`config.mk`:
```
export PLATFORM = sky130hd
export DESIGN_NAME = branch_cmp_pipe
export DESIGN_NICKNAME = d
export VERILOG_FILES = /design/src/rtl/branch_cmp_pipe.sv
export SDC_FILE = /design/constraint.sdc
export NUM_CORES = 1
export LEC_CHECK = 0
export ABC_AREA = 1
export CAP_MARGIN = 20
export CORE_AREA = 2 2 84 54
export DETAILED_ROUTE_END_ITERATION = 16
export DIE_AREA = 0 0 86 56
export PLACE_DENSITY = 0.89
export SYNTH_ARGS = -nofsm -noshare
export SYNTH_HDL_FRONTEND = slang
export SYNTH_SLANG_ARGS = --single-unit
export TNS_END_PERCENT = 100
```
`constraint.sdc`:
```
create_clock -name clk -period 3.45 [get_ports clk]
set_input_delay 0.69 -clock clk [delete_from_list [all_inputs] [get_ports clk]]
set_output_delay 0.69 -clock clk [all_outputs]
set_load 0.05 [all_outputs]
```
`src/rtl/branch_cmp_pipe.sv`:
```
`default_nettype none
// ============================================================================
//  Module   : branch_cmp_pipe
//  Brief    : Pipelined multi-mode branch-condition unit (EQ/NE/LEZ/GTZ/LTZ/
//             GEZ/LT/LTU) with valid/ready handshake and synchronous flush.
//             Optional statistics counters built when BRANCH_STATS_EN is defined.
//  Revision : 1.0 - initial release
// ============================================================================
module branch_cmp_pipe #(
  parameter int WIDTH  = 32,
  parameter int STAGES = 1,
  parameter int CNT_W  = 16
) (
  input  logic             clk,
  input  logic             reset,
  input  logic             in_valid,
  output logic             in_ready,
  input  logic [2:0]       op,
  input  logic [WIDTH-1:0] rs,
  input  logic [WIDTH-1:0] rt,
  input  logic             flush,
  output logic             out_valid,
  input  logic             out_ready,
  output logic             taken,
  output logic             eq,
  output logic [CNT_W-1:0] total_cnt,
  output logic [CNT_W-1:0] taken_cnt
);

  localparam logic [2:0] OP_EQ  = 3'b000;
  localparam logic [2:0] OP_NE  = 3'b001;
  localparam logic [2:0] OP_LEZ = 3'b010;
  localparam logic [2:0] OP_GTZ = 3'b011;
  localparam logic [2:0] OP_LTZ = 3'b100;
  localparam logic [2:0] OP_GEZ = 3'b101;
  localparam logic [2:0] OP_LT  = 3'b110;
  localparam logic [2:0] OP_LTU = 3'b111;

  localparam int LAST = STAGES - 1;

  // Input-side comparator
  logic cmp_eq;
  logic rs_neg;
  logic rs_zero;
  logic cmp_slt;
  logic cmp_ult;
  logic cond;

  always_comb begin
    cmp_eq  = (rs == rt);
    rs_neg  = rs[WIDTH-1];
    rs_zero = (rs == '0);
    cmp_slt = ($signed(rs) < $signed(rt));
    cmp_ult = (rs < rt);
    cond    = 1'b0;
    case (op)
      OP_EQ:   cond = cmp_eq;
      OP_NE:   cond = !cmp_eq;
      OP_LEZ:  cond = rs_neg || rs_zero;
      OP_GTZ:  cond = !rs_neg && !rs_zero;
      OP_LTZ:  cond = rs_neg;
      OP_GEZ:  cond = !rs_neg;
      OP_LT:   cond = cmp_slt;
      OP_LTU:  cond = cmp_ult;
      default: cond = 1'b0;
    endcase
  end

  // Per-stage state: one valid bit plus the {taken, eq} pair
  logic [STAGES-1:0] valid_q, valid_d;
  logic [STAGES-1:0] taken_q, taken_d;
  logic [STAGES-1:0] eq_q,    eq_d;
  logic [STAGES-1:0] adv;
  logic [STAGES-1:0] load;
  logic [STAGES-1:0] src_taken;
  logic [STAGES-1:0] src_eq;
  logic              stage0_free;
  logic              accept;

  // Walk from the output back to stage 0: a stage advances when whatever
  // sits downstream of it can take a new entry this cycle.
  always_comb begin : p_flow
    logic free;
    logic a;
    adv  = '0;
    free = out_ready;
    for (int k = STAGES - 1; k >= 0; k--) begin
      a      = valid_q[k] && free;
      adv[k] = a;
      free   = !valid_q[k] || a;
    end
    stage0_free = free;
  end

  assign in_ready = !reset && !flush && stage0_free;
  assign accept   = in_valid && in_ready;

  for (genvar k = 0; k < STAGES; k++) begin : g_stage
    if (k == 0) begin : g_head
      assign load[k]      = accept;
      assign src_taken[k] = cond;
      assign src_eq[k]    = cmp_eq;
    end else begin : g_tail
      assign load[k]      = adv[k-1];
      assign src_taken[k] = taken_q[k-1];
      assign src_eq[k]    = eq_q[k-1];
    end
  end

  always_comb begin
    valid_d = valid_q;
    taken_d = taken_q;
    eq_d    = eq_q;
    for (int k = 0; k < STAGES; k++) begin
      if (load[k]) begin
        valid_d[k] = 1'b1;
        taken_d[k] = src_taken[k];
        eq_d[k]    = src_eq[k];
      end else if (adv[k]) begin
        valid_d[k] = 1'b0;
      end
    end
    if (flush) begin
      valid_d = '0;
    end
  end

  always_ff @(posedge clk) begin
    if (reset) begin
      valid_q <= '0;
      taken_q <= '0;
      eq_q    <= '0;
    end else begin
      valid_q <= valid_d;
      taken_q <= taken_d;
      eq_q    <= eq_d;
    end
  end

  // Stored data is masked so idle outputs read as zero
  assign out_valid = valid_q[LAST];
  assign taken     = valid_q[LAST] && taken_q[LAST];
  assign eq        = valid_q[LAST] && eq_q[LAST];

`ifdef BRANCH_STATS_EN
  logic [CNT_W-1:0] total_cnt_q, total_cnt_d;
  logic [CNT_W-1:0] taken_cnt_q, taken_cnt_d;
  logic             out_hs;

  // A result leaving during a flush cycle is discarded, so it is not counted
  always_comb begin
    out_hs      = out_valid && out_ready && !flush;
    total_cnt_d = total_cnt_q;
    taken_cnt_d = taken_cnt_q;
    if (out_hs) begin
      if (total_cnt_q != '1) begin
        total_cnt_d = total_cnt_q + CNT_W'(1);
      end
      if (taken && (taken_cnt_q != '1)) begin
        taken_cnt_d = taken_cnt_q + CNT_W'(1);
      end
    end
  end

  always_ff @(posedge clk) begin
    if (reset) begin
      total_cnt_q <= '0;
      taken_cnt_q <= '0;
    end else begin
      total_cnt_q <= total_cnt_d;
      taken_cnt_q <= taken_cnt_d;
    end
  end

  assign total_cnt = total_cnt_q;
  assign taken_cnt = taken_cnt_q;
`else
  assign total_cnt = '0;
  assign taken_cnt = '0;
`endif

endmodule
`default_nettype wire

```
After elaboration in Yosys (flattened, before gate mapping). Index checks and enable logic that the tools add are counted.

Bits in registers: 3. Latch bits: 0. Bits in writable memories: 0. Bits in read-only memories: 0. Bits of input ports: 72. Output and inout port bits: 36. Word-level logic and storage cells: 35. Memories: 0.

$add $sub $neg: 0. Multipliers: 0. Div/mod/pow operators: 0. $lt $le $gt $ge: 2. Equal/unequal tests: 8. Shift operators: 0. Multiplexer cells: 3. Bitwise logic cells: 0. Reduce and logical (&&, ||, !) cells: 19.

Operator list (number): $lt A32 B32 Y1 (2); $eq A32 B32 Y1 (1); $logic_not A32 Y1 (1); $eq A3 B3 Y1 const B (4); $pmux W1 S8 (1); $logic_and A1 B1 Y1 (7); $eq A3 B2 Y1 const B (2); $logic_not A1 Y1 (6); $eq A3 B1 Y1 const B (1); $logic_not A3 Y1 (1); $logic_or A1 B1 Y1 (2); $mux W1 (2); $reduce_bool A2 Y1 (1); $reduce_or A2 Y1 (1).

Depth between registers and ports, before layout.
Depth after elaboration: 5. Mapped depth: 18. Depth with buffers taken out: 18.

Worst setup path before layout. OpenSTA, ideal clock, no wires.

Path kind: input to output. Start: in flush. End: out in_ready. Data arrival time: 1526 ps. Data required time: 2760 ps. Slack: 1234 ps. Stages: 3. Buffers on the path: 0. Cells stage by stage: nor2_1 > inv_1 > nor2_1.

Longest elaborated chain between the ends: 3.

Ends and longest elaborated chain: start: declaration (RTL line 21) `input logic flush,`; $logic_not A1 Y1 (RTL line 95) `assign in_ready = !reset && !flush && stage0_free;`; $logic_and A1 B1 Y1 (2 in a row) (RTL line 95); end: declaration (RTL line 17) `output logic in_ready,`.

No other way between the ends.

Worst setup path in the final report.
Start: in reset. End: out in_ready.

Longest elaborated chain between the ends: 3.

Ends and longest elaborated chain: start: declaration (RTL line 15) `input logic reset,`; $logic_not A1 Y1 (RTL line 95); $logic_and A1 B1 Y1 (2 in a row) (RTL line 95).

No other way between the ends.

==> impl_metrics.ini <==
[run_status]
run_status = finished clean

[power_and_ir_drop]
worst_ir_drop_vdd_uv = 81.1
power_density_nw_per_um2 = 188
leakage_nw = 1.23

[clock_tree]
cts-buffers-inserted = 3
cts_tree = built
cts_hold_buf = 0
root_buffer = clkbuf_8
htree_num_levels = 1
clk_path_buf_depth = 2
numClockSinks = 3
postCtsResizedCells = 0
post_cts.repair.setup_buffers = 0
worst_setup_hold_path_clk_slew_ns = 0.03
insertion_delay_ns = 0.21

[layout]
number_of_fill_cells = 386
stdcell_area_um2 = 2230
layout-drive-gt1-share = 0.0269
layout.nets = 439
area_delta_synth_final_pct = 49.2
insertedDiodeCount = 0

[die]
boundaryPins = 108
die_w_um = 86
start_util = 0.374
std_cell_rows = 18
die_h_um = 56
fp.dieArea_um2 = 4820
core_region_area_um2 = 3990

[synthesis]
yosys.area.top_type = ha_1
syn-cell-area_um2 = 1490
synth_warnings = 0
synthesis.instances = 256
synth_sequential_area_ratio = 0.0402
synth.avg_cell_area_um2 = 5.83
synth.lib_cells_used.distinct = 18
synth_top_cell_area_share = 0.268
synth_top_cells_by_area = ha_1, buf_4, nand2_1
synth_seq_cells = 3

[route]
first_iter_violations = 24
drt.antenna.violating_nets = 0
post_drt_via_cell_ratio = 4.19
via_count = 1608
highest-signal-layer = met3
route.detailed.drc = 0
finalWirelength_um = 3570
routed_wire_length_per_instance_um = 9.29
wl_met1_um = 1720
detail_route.first_pass.iterations = 4
met3_wirelength_um = 233
routed-wl-met2_um = 1610

[critical_path]
critical_path_class = input pin to output pin
r2r_slack_ns = 2.32
endpoint_kind = output pin
timing.critical_path.depth = 5
worst-r2r-cell-count = 7
longest_individual_stage_delay_on_the_worst_path_ns = 0.84
worstPathMaxFanout = 3
worstPathBufferInverterCount = 3
required_ns = 2.76
worstPathCellList = clkdlybuf4s50_1 > nor2_1 > inv_1 > nor2_1 > clkdlybuf4s50_1
cp_top_family = buffers and inverters
arrival_ns = 2.34
critPathLaunch = reset
worstSetupEndpoint = in_ready
r2r-end = taken_q
crit_path_top_delay_cell = clkdlybuf4s50_1
critPathLaunchType = input pin
critical_path.reg2reg.startpoint = out_valid

[global_routing]
globalRouteTotalUtil = 0.142
globalRoute.totalOverflow = 0
maximum_number_of_pins_on_one_net_before_global_route_repair = 7
number_of_antenna_violations_at_the_first_check_in_global_routing = 0
grt_first_pass_wirelength_um = 5900
grt_pass1_vias = 1497

[sta]
period_share = 0.877
timing.slew.headroom = 0.666
fmax_mhz = 330
final-setup-viol-count = 0
timing.setup.tns_ns = 0
tightest_slew_ns = 0.499
final-max-slew-violation-count = 0
grt_setup_unrepaired = no
final.setup_skew_ns = 0.00142
layout_min_cycle_time_ns = 3.03
final_hold_vios = 0

[job]
drv.max_cap_violation_count = 0

[place]
place_area_um2 = 2180
port_buffers = 75
dp.final_hpwl_um = 3300
gp_congestion = 0.769

[hold_path]
min_path_type = register to register
min_from = eq_q
worst_hold_path_cells = 2
-- per-stage QoR --
| stage | setup WS (ns) | cells | hold WS (ns) | power [mW] | utilization |
|---|---|---|---|---|---|
| after floorplan | 1.23 | 287 | 0.438 | 0.236 | - |
| after global placement | 0.506 | 380 | 0.472 | 0.311 | 0.547 |
| after detailed placement | 0.433 | 380 | 0.479 | 0.318 | 0.547 |
| after CTS | 0.425 | 384 | 0.484 | 0.421 | 0.559 |
| after global routing | 0.401 | 384 | 0.518 | 0.451 | 0.559 |
| final | 0.423 | 384 | 0.485 | 0.418 | 0.559 |
-- cells in the final DEF, fill, tap and decap left out --
cell / instances
nor2_2: 2
o21ai_0: 3
clkdlybuf4s50_1: 75
a21o_1: 1
dfxtp_1: 3
nand4_1: 5
clkbuf_1: 1
ha_1: 32
clkbuf_8: 3
nand2_2: 3
nand3b_1: 1
nand3_1: 6
a21oi_1: 17
o21a_1: 2
inv_1: 52
nor3_1: 2
nand2_1: 57
nor2_1: 36
conb_1: 32
nor2_4: 1
-- layout make-up --
type                    instances  area (um2)  share of cell area
well taps                      50        62.6              0.0281
multi-input cells             200        1110               0.500
clock buffers                   4        45.0              0.0202
inverters                      52         195              0.0876
flip-flops and latches          3        60.1              0.0270
repair buffers                 75         751               0.337
-- worst register-to-register path, cell delays in order, from the launching register on --
cell     delay (ns)
dfxtp_1        0.32
inv_1          0.06
nor2_1         0.05
nor2_1         0.18
nand2_1        0.12
a21oi_1        0.14
nand2_1        0.07
a21oi_1        0.12
-- synthesized netlist by cell type, drive strengths merged --
library cell,instances
nand3b,1
o21a,2
nand3,6
inv,52
a21o,1
nor3,2
o21ai,3
a21oi,17
nor2,39
nand4,5
dfxtp,3
ha,32
buf,32
nand2,60
conb,1
-- worst min path at each step --
stage | slack (ns) | end
finish | 0.48 | eq_q
global route | 0.52 | taken_q
CTS | 0.48 | taken_q
detailed placement | 0.48 | taken_q
global placement | 0.47 | taken_q
floorplan | 0.44 | eq_q
-- kinds of logic (layout without fill, tap and decap cells) --
family	after synthesis	after routing	share of synthesized area
adders and majority gates	32	32	0.268
and+or+nand+nor	113	113	0.315
DFF	3	3	0.0402
buffers and inverters	84	131	0.292
other	1	32	0.00251
AOI/OAI and AO/OA	23	23	0.0821
-- registers in the layout (all words and copies together), names as in the netlist --
| name | cells |
|---|---|
| taken_q | 1 |
| out_valid | 1 |
| eq_q | 1 |
-- power breakdown --
group          switching [mW]  internal (mW)
combinational           0.163          0.119
sequential           0.000769         0.0359
clock                  0.0205         0.0786
total                   0.184          0.234
-- routing by layer --
metal / track usage / vias up
met5: 0 / -
met1: 0.193 / 668
met3: 0.0148 / 0
li1: - / 888
met2: 0.247 / 52
met4: 0.0204 / 0
No activity file was read; power rests on OpenSTA's default activity.
